--- src/rtl/edge_detector_multi_pkg.sv ---
// Shared encodings for the multi-channel edge detector.
package edge_det_pkg;

    // Selects which accepted edges drive the tick output.
    typedef enum logic [1:0] {
        MODE_RISE = 2'b00,
        MODE_FALL = 2'b01,
        MODE_BOTH = 2'b10,
        MODE_NONE = 2'b11
    } mode_t;

    // Per-channel edge FSM states.
    typedef enum logic [1:0] {
        ST_LOW       = 2'b00,
        ST_RISE_WAIT = 2'b01,
        ST_HIGH      = 2'b10,
        ST_FALL_WAIT = 2'b11
    } state_t;

    // Debounce counter width: clog2(d+1), never narrower than one bit.
    function automatic int cnt_width(input int d);
        return (d < 2) ? 1 : $clog2(d + 1);
    endfunction

endpackage

--- src/rtl/edge_detector_multi_if.sv ---
// Control and event bus of the multi-channel edge detector.
interface edge_detector_multi_if #(
    parameter int CHANNELS = 4
);
    import edge_det_pkg::*;

    logic                en;
    mode_t               mode;
    logic                clear;
    logic [CHANNELS-1:0] level;
    logic [CHANNELS-1:0] rise;
    logic [CHANNELS-1:0] fall;
    logic [CHANNELS-1:0] tick;
    logic [CHANNELS-1:0] stable_level;
    logic [CHANNELS-1:0] pending;
    logic                any_pending;

    // Consumer side: supplies raw levels and controls, receives events.
    modport master (
        output en, mode, clear, level,
        input  rise, fall, tick, stable_level, pending, any_pending
    );

    // Detector side.
    modport slave (
        input  en, mode, clear, level,
        output rise, fall, tick, stable_level, pending, any_pending
    );

endinterface

--- src/rtl/edge_detector_multi_channel.sv ---
// One channel: synchroniser, debounce counter and Mealy edge FSM.
module edge_det_channel
    import edge_det_pkg::*;
#(
    parameter int SYNC_STAGES = 2,
    parameter int DEBOUNCE    = 3
) (
    input  logic clk,
    input  logic reset,
    input  logic en_i,
    input  logic level_i,
    output logic rise_o,
    output logic fall_o,
    output logic stable_o
);

    localparam int               CNT_W    = cnt_width(DEBOUNCE);
    localparam logic [CNT_W-1:0] CNT_LAST = CNT_W'((DEBOUNCE > 0) ? DEBOUNCE - 1 : 0);

    logic             s;
    state_t           state_q, state_d;
    logic [CNT_W-1:0] cnt_q, cnt_d;
    logic             rise_ev, fall_ev;

    generate
        if (SYNC_STAGES == 0) begin : g_nosync
            assign s = level_i;
        end else begin : g_sync
            logic [SYNC_STAGES-1:0] sync_q;
            // Shift the raw level through the synchroniser chain.
            always_ff @(posedge clk) begin
                if (reset) begin
                    sync_q <= '0;
                end else begin
                    sync_q[0] <= level_i;
                    for (int i = 1; i < SYNC_STAGES; i++) begin
                        sync_q[i] <= sync_q[i-1];
                    end
                end
            end
            assign s = sync_q[SYNC_STAGES-1];
        end
    endgenerate

    // Next state and Mealy edge events; any disagreeing sample aborts a wait.
    always_comb begin
        state_d = state_q;
        cnt_d   = cnt_q;
        rise_ev = 1'b0;
        fall_ev = 1'b0;
        unique case (state_q)
            ST_LOW: begin
                if (s) begin
                    if (DEBOUNCE == 0) begin
                        rise_ev = 1'b1;
                        state_d = ST_HIGH;
                    end else begin
                        state_d = ST_RISE_WAIT;
                        cnt_d   = '0;
                    end
                end
            end
            ST_RISE_WAIT: begin
                if (!s) begin
                    state_d = ST_LOW;
                    cnt_d   = '0;
                end else if (cnt_q == CNT_LAST) begin
                    rise_ev = 1'b1;
                    state_d = ST_HIGH;
                    cnt_d   = '0;
                end else begin
                    cnt_d = cnt_q + CNT_W'(1);
                end
            end
            ST_HIGH: begin
                if (!s) begin
                    if (DEBOUNCE == 0) begin
                        fall_ev = 1'b1;
                        state_d = ST_LOW;
                    end else begin
                        state_d = ST_FALL_WAIT;
                        cnt_d   = '0;
                    end
                end
            end
            ST_FALL_WAIT: begin
                if (s) begin
                    state_d = ST_HIGH;
                    cnt_d   = '0;
                end else if (cnt_q == CNT_LAST) begin
                    fall_ev = 1'b1;
                    state_d = ST_LOW;
                    cnt_d   = '0;
                end else begin
                    cnt_d = cnt_q + CNT_W'(1);
                end
            end
            default: begin
                state_d = ST_LOW;
                cnt_d   = '0;
            end
        endcase
    end

    // FSM state and debounce count; reset abandons any count in progress.
    always_ff @(posedge clk) begin
        if (reset) begin
            state_q <= ST_LOW;
            cnt_q   <= '0;
        end else begin
            state_q <= state_d;
            cnt_q   <= cnt_d;
        end
    end

    // Events are suppressed in the reset cycle and while disabled; the FSM keeps tracking.
    assign rise_o   = rise_ev & en_i & ~reset;
    assign fall_o   = fall_ev & en_i & ~reset;
    assign stable_o = (state_q == ST_HIGH) || (state_q == ST_FALL_WAIT);

endmodule

--- src/rtl/edge_detector_multi.sv ---
// Multi-channel debounced edge detector with mode-selected ticks and sticky flags.
module edge_detector_multi
    import edge_det_pkg::*;
#(
    parameter int CHANNELS    = 4,
    parameter int SYNC_STAGES = 2,
    parameter int DEBOUNCE    = 3
) (
    input  logic                 clk,
    input  logic                 reset,
    edge_detector_multi_if.slave bus
);

    logic [CHANNELS-1:0] rise_w, fall_w, stable_w, tick_w;
    logic [CHANNELS-1:0] pending_q, pending_d;

    for (genvar gi = 0; gi < CHANNELS; gi++) begin : g_ch
        edge_det_channel #(
            .SYNC_STAGES (SYNC_STAGES),
            .DEBOUNCE    (DEBOUNCE)
        ) u_ch (
            .clk      (clk),
            .reset    (reset),
            .en_i     (bus.en),
            .level_i  (bus.level[gi]),
            .rise_o   (rise_w[gi]),
            .fall_o   (fall_w[gi]),
            .stable_o (stable_w[gi])
        );
    end

    // Mode selects which edges reach tick; applies in the same cycle.
    always_comb begin
        tick_w = '0;
        unique case (bus.mode)
            MODE_RISE: tick_w = rise_w;
            MODE_FALL: tick_w = fall_w;
            MODE_BOTH: tick_w = rise_w | fall_w;
            MODE_NONE: tick_w = '0;
            default:   tick_w = '0;
        endcase
    end

    // A tick in the same cycle as clear keeps its pending bit set.
    always_comb begin
        pending_d = tick_w | (pending_q & ~{CHANNELS{bus.clear}});
    end

    // Sticky pending flags.
    always_ff @(posedge clk) begin
        if (reset) begin
            pending_q <= '0;
        end else begin
            pending_q <= pending_d;
        end
    end

    assign bus.rise         = rise_w;
    assign bus.fall         = fall_w;
    assign bus.tick         = tick_w;
    assign bus.stable_level = stable_w;
    assign bus.pending      = pending_q;
    assign bus.any_pending  = |pending_q;

endmodule

--- src/flat_wrapper.sv ---
// flat-port wrapper written by rule: the top's interface ports become plain ports
module edge_detector_multi_flat import edge_det_pkg::*;
#(
    parameter int CHANNELS    = 4,
    parameter int SYNC_STAGES = 2,
    parameter int DEBOUNCE    = 3
)
  (clk, reset, bus_en, bus_mode, bus_clear, bus_level, bus_rise, bus_fall, bus_tick, bus_stable_level, bus_pending, bus_any_pending);
  edge_detector_multi_if #(.CHANNELS(CHANNELS)) bus_i ();
  input  logic clk;
  input  logic reset;
  input wire logic [$bits(bus_i.en)-1:0] bus_en;
  input wire logic [$bits(bus_i.mode)-1:0] bus_mode;
  input wire logic [$bits(bus_i.clear)-1:0] bus_clear;
  input wire logic [$bits(bus_i.level)-1:0] bus_level;
  output wire logic [$bits(bus_i.rise)-1:0] bus_rise;
  output wire logic [$bits(bus_i.fall)-1:0] bus_fall;
  output wire logic [$bits(bus_i.tick)-1:0] bus_tick;
  output wire logic [$bits(bus_i.stable_level)-1:0] bus_stable_level;
  output wire logic [$bits(bus_i.pending)-1:0] bus_pending;
  output wire logic [$bits(bus_i.any_pending)-1:0] bus_any_pending;
  assign bus_i.en = bus_en;
  assign bus_i.mode = bus_mode;
  assign bus_i.clear = bus_clear;
  assign bus_i.level = bus_level;
  assign bus_rise = bus_i.rise;
  assign bus_fall = bus_i.fall;
  assign bus_tick = bus_i.tick;
  assign bus_stable_level = bus_i.stable_level;
  assign bus_pending = bus_i.pending;
  assign bus_any_pending = bus_i.any_pending;
  edge_detector_multi #(.CHANNELS(CHANNELS), .SYNC_STAGES(SYNC_STAGES), .DEBOUNCE(DEBOUNCE)) u_core (.clk(clk), .reset(reset), .bus(bus_i));
endmodule
--- config.mk ---
export PLATFORM = sky130hd
export DESIGN_NAME = edge_detector_multi_flat
export DESIGN_NICKNAME = d
export VERILOG_FILES = /design/src/rtl/edge_detector_multi_pkg.sv /design/src/rtl/edge_detector_multi_if.sv /design/src/rtl/edge_detector_multi_channel.sv /design/src/rtl/edge_detector_multi.sv /design/src/flat_wrapper.sv
export SDC_FILE = /design/constraint.sdc
export NUM_CORES = 1
export LEC_CHECK = 0
export ABC_CLOCK_PERIOD_IN_PS = 3500
export BUFFER_PORTS_ARGS = -buffer_cell sky130_fd_sc_hd__buf_2
export CORE_ASPECT_RATIO = 0.7
export CORE_MARGIN = 3
export CORE_UTILIZATION = 30
export DETAILED_ROUTE_END_ITERATION = 6
export HOLD_SLACK_MARGIN = 0.05
export PLACE_DENSITY = 0.48
export SYNTH_ARGS = -nofsm -noshare
export SYNTH_HDL_FRONTEND = slang
export SYNTH_HIERARCHICAL = 1
export SYNTH_SLANG_ARGS = --single-unit
--- constraint.sdc ---
create_clock -name clk -period 3.5 [get_ports clk]
set_clock_uncertainty 0.15 [all_clocks]
set_input_delay 0.35 -clock clk [delete_from_list [all_inputs] [get_ports clk]]
set_output_delay 0.35 -clock clk [all_outputs]
set_load 0.01 [all_outputs]
Word level (Yosys, flattened, before mapping):

Cells that the tools add are included.

* flip-flop bits (word level): 28
* bits of input ports: 10
* output and inout bits: 21

* add/sub/neg operators: 4
* eq/ne operators: 35
* mux-type cells: 73
* bitwise gates (word level): 21
* reductions and logical operators: 18

Operators with widths (count)
* 2-to-1 mux 2 bit: 44
* one-hot mux 2 bit (4 select lines): 8
* equality test 2 bit, second input constant: 14
* inequality test 3 bit, second input constant: 8
* 2-to-1 mux 1 bit: 20
* AND 1 bit: 16
* inequality test 2 bit, second input constant: 8
* one-hot mux 4 bit (4 select lines): 1
* AND reduction 4 bit: 4
* equality test 2 x 1 -> 1 bit, second input constant: 5
* logical NOT 2 bit: 5
* adder 2 x 1 -> 2 bit, second input constant: 4
* OR 4 bit: 2
* AND reduction 2 bit: 4
* AND 4 bit: 1
* logical OR 1 bit: 4
* NOT 4 bit: 1
* OR reduction 4 bit: 1
* NOT 1 bit: 1

Logic depth before layout (Yosys ltp):

* depth after elaboration: 9
* mapped depth: 5
* gate-level depth less buffers: 4

Hierarchy:

The synthesis kept the hierarchy.

Modules (own cells, without submodules)
* edge_det_channel: times used 4, cells each 27, area an instance 276.5 um2
* edge_detector_multi: times used 1, cells each 32, area an instance 312.8 um2

Worst setup path before layout:

Ideal clock, no wire load.

* path type: input to output
* start: input port reset
* end: output port bus_tick[0]
* arrival: 1.826 ns
* slack: 1.174 ns
* cell stages on the path: 5
* buffers on the path: 1
* cells stage by stage: buf_2 -> nand2b_1 -> nor4b_1 -> a21oi_1 -> o21ai_0

* cells in the longest elaborated chain, start to end: 4

Ends and longest elaborated chain
* start: declaration: line flat_wrapper.sv:11 `input logic reset;`
* NOT 1 bit *: line edge_detector_multi_channel.sv:118 `assign fall_o = fall_ev & en_i & ~reset;`
* AND 1 bit *: line edge_detector_multi_channel.sv:118
* named net bus_fall[0]: line flat_wrapper.sv:17 `output wire logic [$bits(bus_i.fall)-1:0] bus_fall;`
* OR 4 bit: line edge_detector_multi.sv:38 `MODE_BOTH: tick_w = rise_w | fall_w;`
* one-hot mux 4 bit (4 select lines) *: line edge_detector_multi.sv:35 `unique case (bus.mode)`
* end: declaration: line flat_wrapper.sv:18 `output wire logic [$bits(bus_i.tick)-1:0] bus_tick;`

Mark *: on every way through the listed nets, which the timed path passes. The rest lies on a longest branch.

Worst setup path in the final report:

* start: register u_core.g_ch[0].u_ch.state_q[0]
* end: output port bus_tick[0]

* cells in the longest elaborated chain, start to end: 6

Ends and longest elaborated chain
* start: declaration: line edge_detector_multi_channel.sv:21 `state_t state_q, state_d;`
* start signal: assignment: line edge_detector_multi_channel.sv:111 `state_q <= state_d;`
* equality test 2 x 1 -> 1 bit / equality test 2 bit (equally long branches): line edge_detector_multi_channel.sv:51 `unique case (state_q)`
* 2-to-1 mux 1 bit: line edge_detector_multi_channel.sv:51
* AND 1 bit (on tied branches) (2 in series): line edge_detector_multi_channel.sv:117, edge_detector_multi_channel.sv:118
* OR 4 bit: line edge_detector_multi.sv:38
* one-hot mux 4 bit (4 select lines) *: line edge_detector_multi.sv:35

Every way passes the cells marked *; elsewhere a longest branch is shown, timed or not.

==> results.py <==
metrics = {
    "timing": {
        "setup-tns-final_ns": 0,
        "rsz0062_at_grt": "no",
        "report.final.hold_viol_count": 0,
        "post-route-min-period_ns": 2.571,
        "timing.final.crit_share_pct": 73.46,
        "fmax_mhz": 388.9,
        "slew_headroom_pct": 55.30,
        "worst_slew_pin_slew_ns": 0.6611,
        "maxSlewViolCount": 0,
        "finalSetupViolCount": 0,
    },
    "clock_network": {
        "cts_made_buffers": 3,
        "cts.sinks": 28,
        "cts_tree": "done",
        "clk_latency_ns": 0.27,
        "path_clk_slew_ns": 0.10,
        "cts_setup_buffers": 0,
        "htree_num_levels": 1,
        "cts_buffer_depth": 2,
        "ctsHoldBuffers": 0,
        "cts_root_buf": "clkbuf_8",
        "cts_resized": 0,
    },
    "die": {
        "die_h_um": 63.54,
        "num_rows": 20,
        "fp.dieW_um": 88.20,
        "core_area_mm2": 0.004454,
        "boundaryPins": 31,
        "fp.dieArea_mm2": 0.005604,
        "initial_utilization_pct": 31.85,
    },
    "power": {
        "leakagePower_nw": 0.6403,
        "p_per_area_mw_per_mm2": 340.2,
        "ir_worst_vdd_mv": 0.1141,
    },
    "place": {
        "gp_congestion": 0.7521,
        "place_hpwl_mm": 2.275,
        "place_inst": 217,
        "portBuffers": 30,
    },
    "synthesis": {
        "synthXorXnorAreaFrac_pct": 2.469,
        "synth_compound_area_share_pct": 6.349,
        "synth.mux.area_fraction_pct": 9.171,
        "seq_area_frac_synth_pct": 39.51,
        "syn_nets": 150,
        "yosysMostFrequentCell": "dfxtp_1",
        "yosys.area_share.adder_pct": 0,
        "syn_avg_cell_area_um2": 10.13,
        "synth.area.top_cells": "dfxtp_1 40%, mux2_2 6.3%, nor4b_1 4.9%",
        "synth_area_leader_cell": "dfxtp_1",
        "synth_top_family_by_area": "simple AND/OR/NAND/NOR gates",
        "async_flop_share_pct": 0,
        "synthSimpleGateAreaFrac_pct": 37.83,
        "synth_seq_cells": 28,
        "synthFlopType": "dfxtp_1",
        "syn-cell-area_mm2": 0.001419,
        "synthDominantCellAreaShare_pct": 39.51,
        "synth_cells": 140,
        "yosys_warnings": 6,
        "synth.distinct_cells": 26,
        "synth_edf_count": 0,
    },
    "worst_setup_path": {
        "startpoint_type": "flop",
        "cp.required_ns": 3.00,
        "criticalPathCategory": "reg -> out",
        "cp-end-kind": "output pin",
        "path_max_fanout": 6,
        "crit_arrival_ns": 2.07,
    },
    "route": {
        "drt-total-wl_mm": 3.033,
        "wl_per_cell_um": 13.72,
        "via_count": 1097,
        "drt_iter0_drc": 38,
        "ant_nets": 0,
        "viasPerCell": 4.964,
        "dr.pass1.iters": 4,
        "drc": 0,
    },
    "global_routing": {
        "gr-total-overflow": 0,
        "grt_pass1_wl_mm": 4.864,
        "track_usage_pct": 11.01,
        "grt_max_degree": 36,
        "grt_pass1_vias": 1008,
        "antenna_found_initial": 0,
    },
    "finish": {
        "antenna_cells": 0,
        "drive_gt1_share_pct": 30.12,
        "fin_nets": 177,
        "final_cells": 221,
        "syn_to_final_growth_pct": 16.75,
    },
    "status": {
        "status": "finished, final reports clean",
    },
    "min_path": {
        "hold_path_class": "in -> reg",
    },
    "job": {
        "maxCapViolCount": 0,
    },
}
[per-layer routing]
layer,up-vias,part of all wire [%],global-route usage (%)
li1,564,-,-
met1,511,51,15.00
met2,20,44,17.26
met3,2,4.7,3.529
met4,0,0.53,1.698
met5,-,0,0
[stage by stage]
step                      hold WS (ns)  utilization [%]  setup WS, ns  power (W)  area [µm²]
after floorplan                 0.2638                -         1.174  0.0003599        1419
after global placement          0.2759            35.96         1.067  0.0003707        1602
after detailed placement        0.2769            35.96        0.9561  0.0003714        1602
after CTS                       0.1212            37.19        0.9501  0.0005738        1657
after global routing            0.1242            37.19        0.7864  0.0005909        1657
final                           0.1322            37.19        0.9288  0.0005635        1657
[power breakdown]
group          total (W)  switching [W]  internal (W)
Sequential      0.000328     0.00000431      0.000324
Combinational  0.0000350      0.0000194     0.0000156
Clock           0.000200      0.0000994      0.000101
Total           0.000564       0.000123      0.000440
[worst max-delay path, cell delays in order, from the launching register on]
cell and delay (ns):
dfxtp_1 0.41, nand3b_1 0.15, nor4b_1 0.58, a21oi_1 0.19, o21ai_0 0.28, buf_2 0.19
[final cells by class]
| cell class | instances | area [µm²] |
|---|---|---|
| clock buffers | 4 | 55.05 |
| fillers | 467 | 2798 |
| inverters | 4 | 15.01 |
| multi-input cells | 98 | 792.0 |
| flip-flops and latches | 28 | 560.5 |
| well taps | 55 | 68.82 |
| repair buffers | 32 | 165.2 |
[final timing paths]
check                                             from                                   end  slack [ns]  depth (start not counted)
setup / recovery        u_core/g_ch[0].u_ch/state_q[0]                           bus_tick[0]        0.93                          5
hold / removal                            bus_level[3]  u_core/g_ch[3].u_ch/g_sync.sync_q[0]        0.13                          2
setup reg to reg        u_core/g_ch[2].u_ch/state_q[0]                 u_core/bus.pending[2]        1.77                          4
hold reg to reg   u_core/g_ch[2].u_ch/g_sync.sync_q[0]  u_core/g_ch[2].u_ch/g_sync.sync_q[1]        0.30                          1
[logic make-up after synthesis]
| family | after synthesis |
|---|---|
| XOR/XNOR | 4 |
| AO/OA/AOI/OAI | 12 |
| multiplexers | 12 |
| AND/OR/NAND/NOR | 70 |
| flip-flops | 28 |
| buffers and inverters | 14 |
[placed cells by master, fill, tap and decap left out, types with 2 or more instances in the layout]
cell and count:
nand2b_1 8, nor4bb_1 4, inv_1 4, o21ai_0 4, or3b_1 3, nor4b_1 8
nand3b_1 8, o211ai_2 4, dfxtp_1 28, nand4bb_1 4, or2b_1 4, and3b_1 4
nor3_1 4, mux2i_1 4, a21oi_1 4, nor4_1 4, clkbuf_8 4, nor2b_1 8
buf_2 30, nor3b_1 8, buf_4 2, xnor2_1 4, mux2_2 8
(Power assumes the default switching activity.)
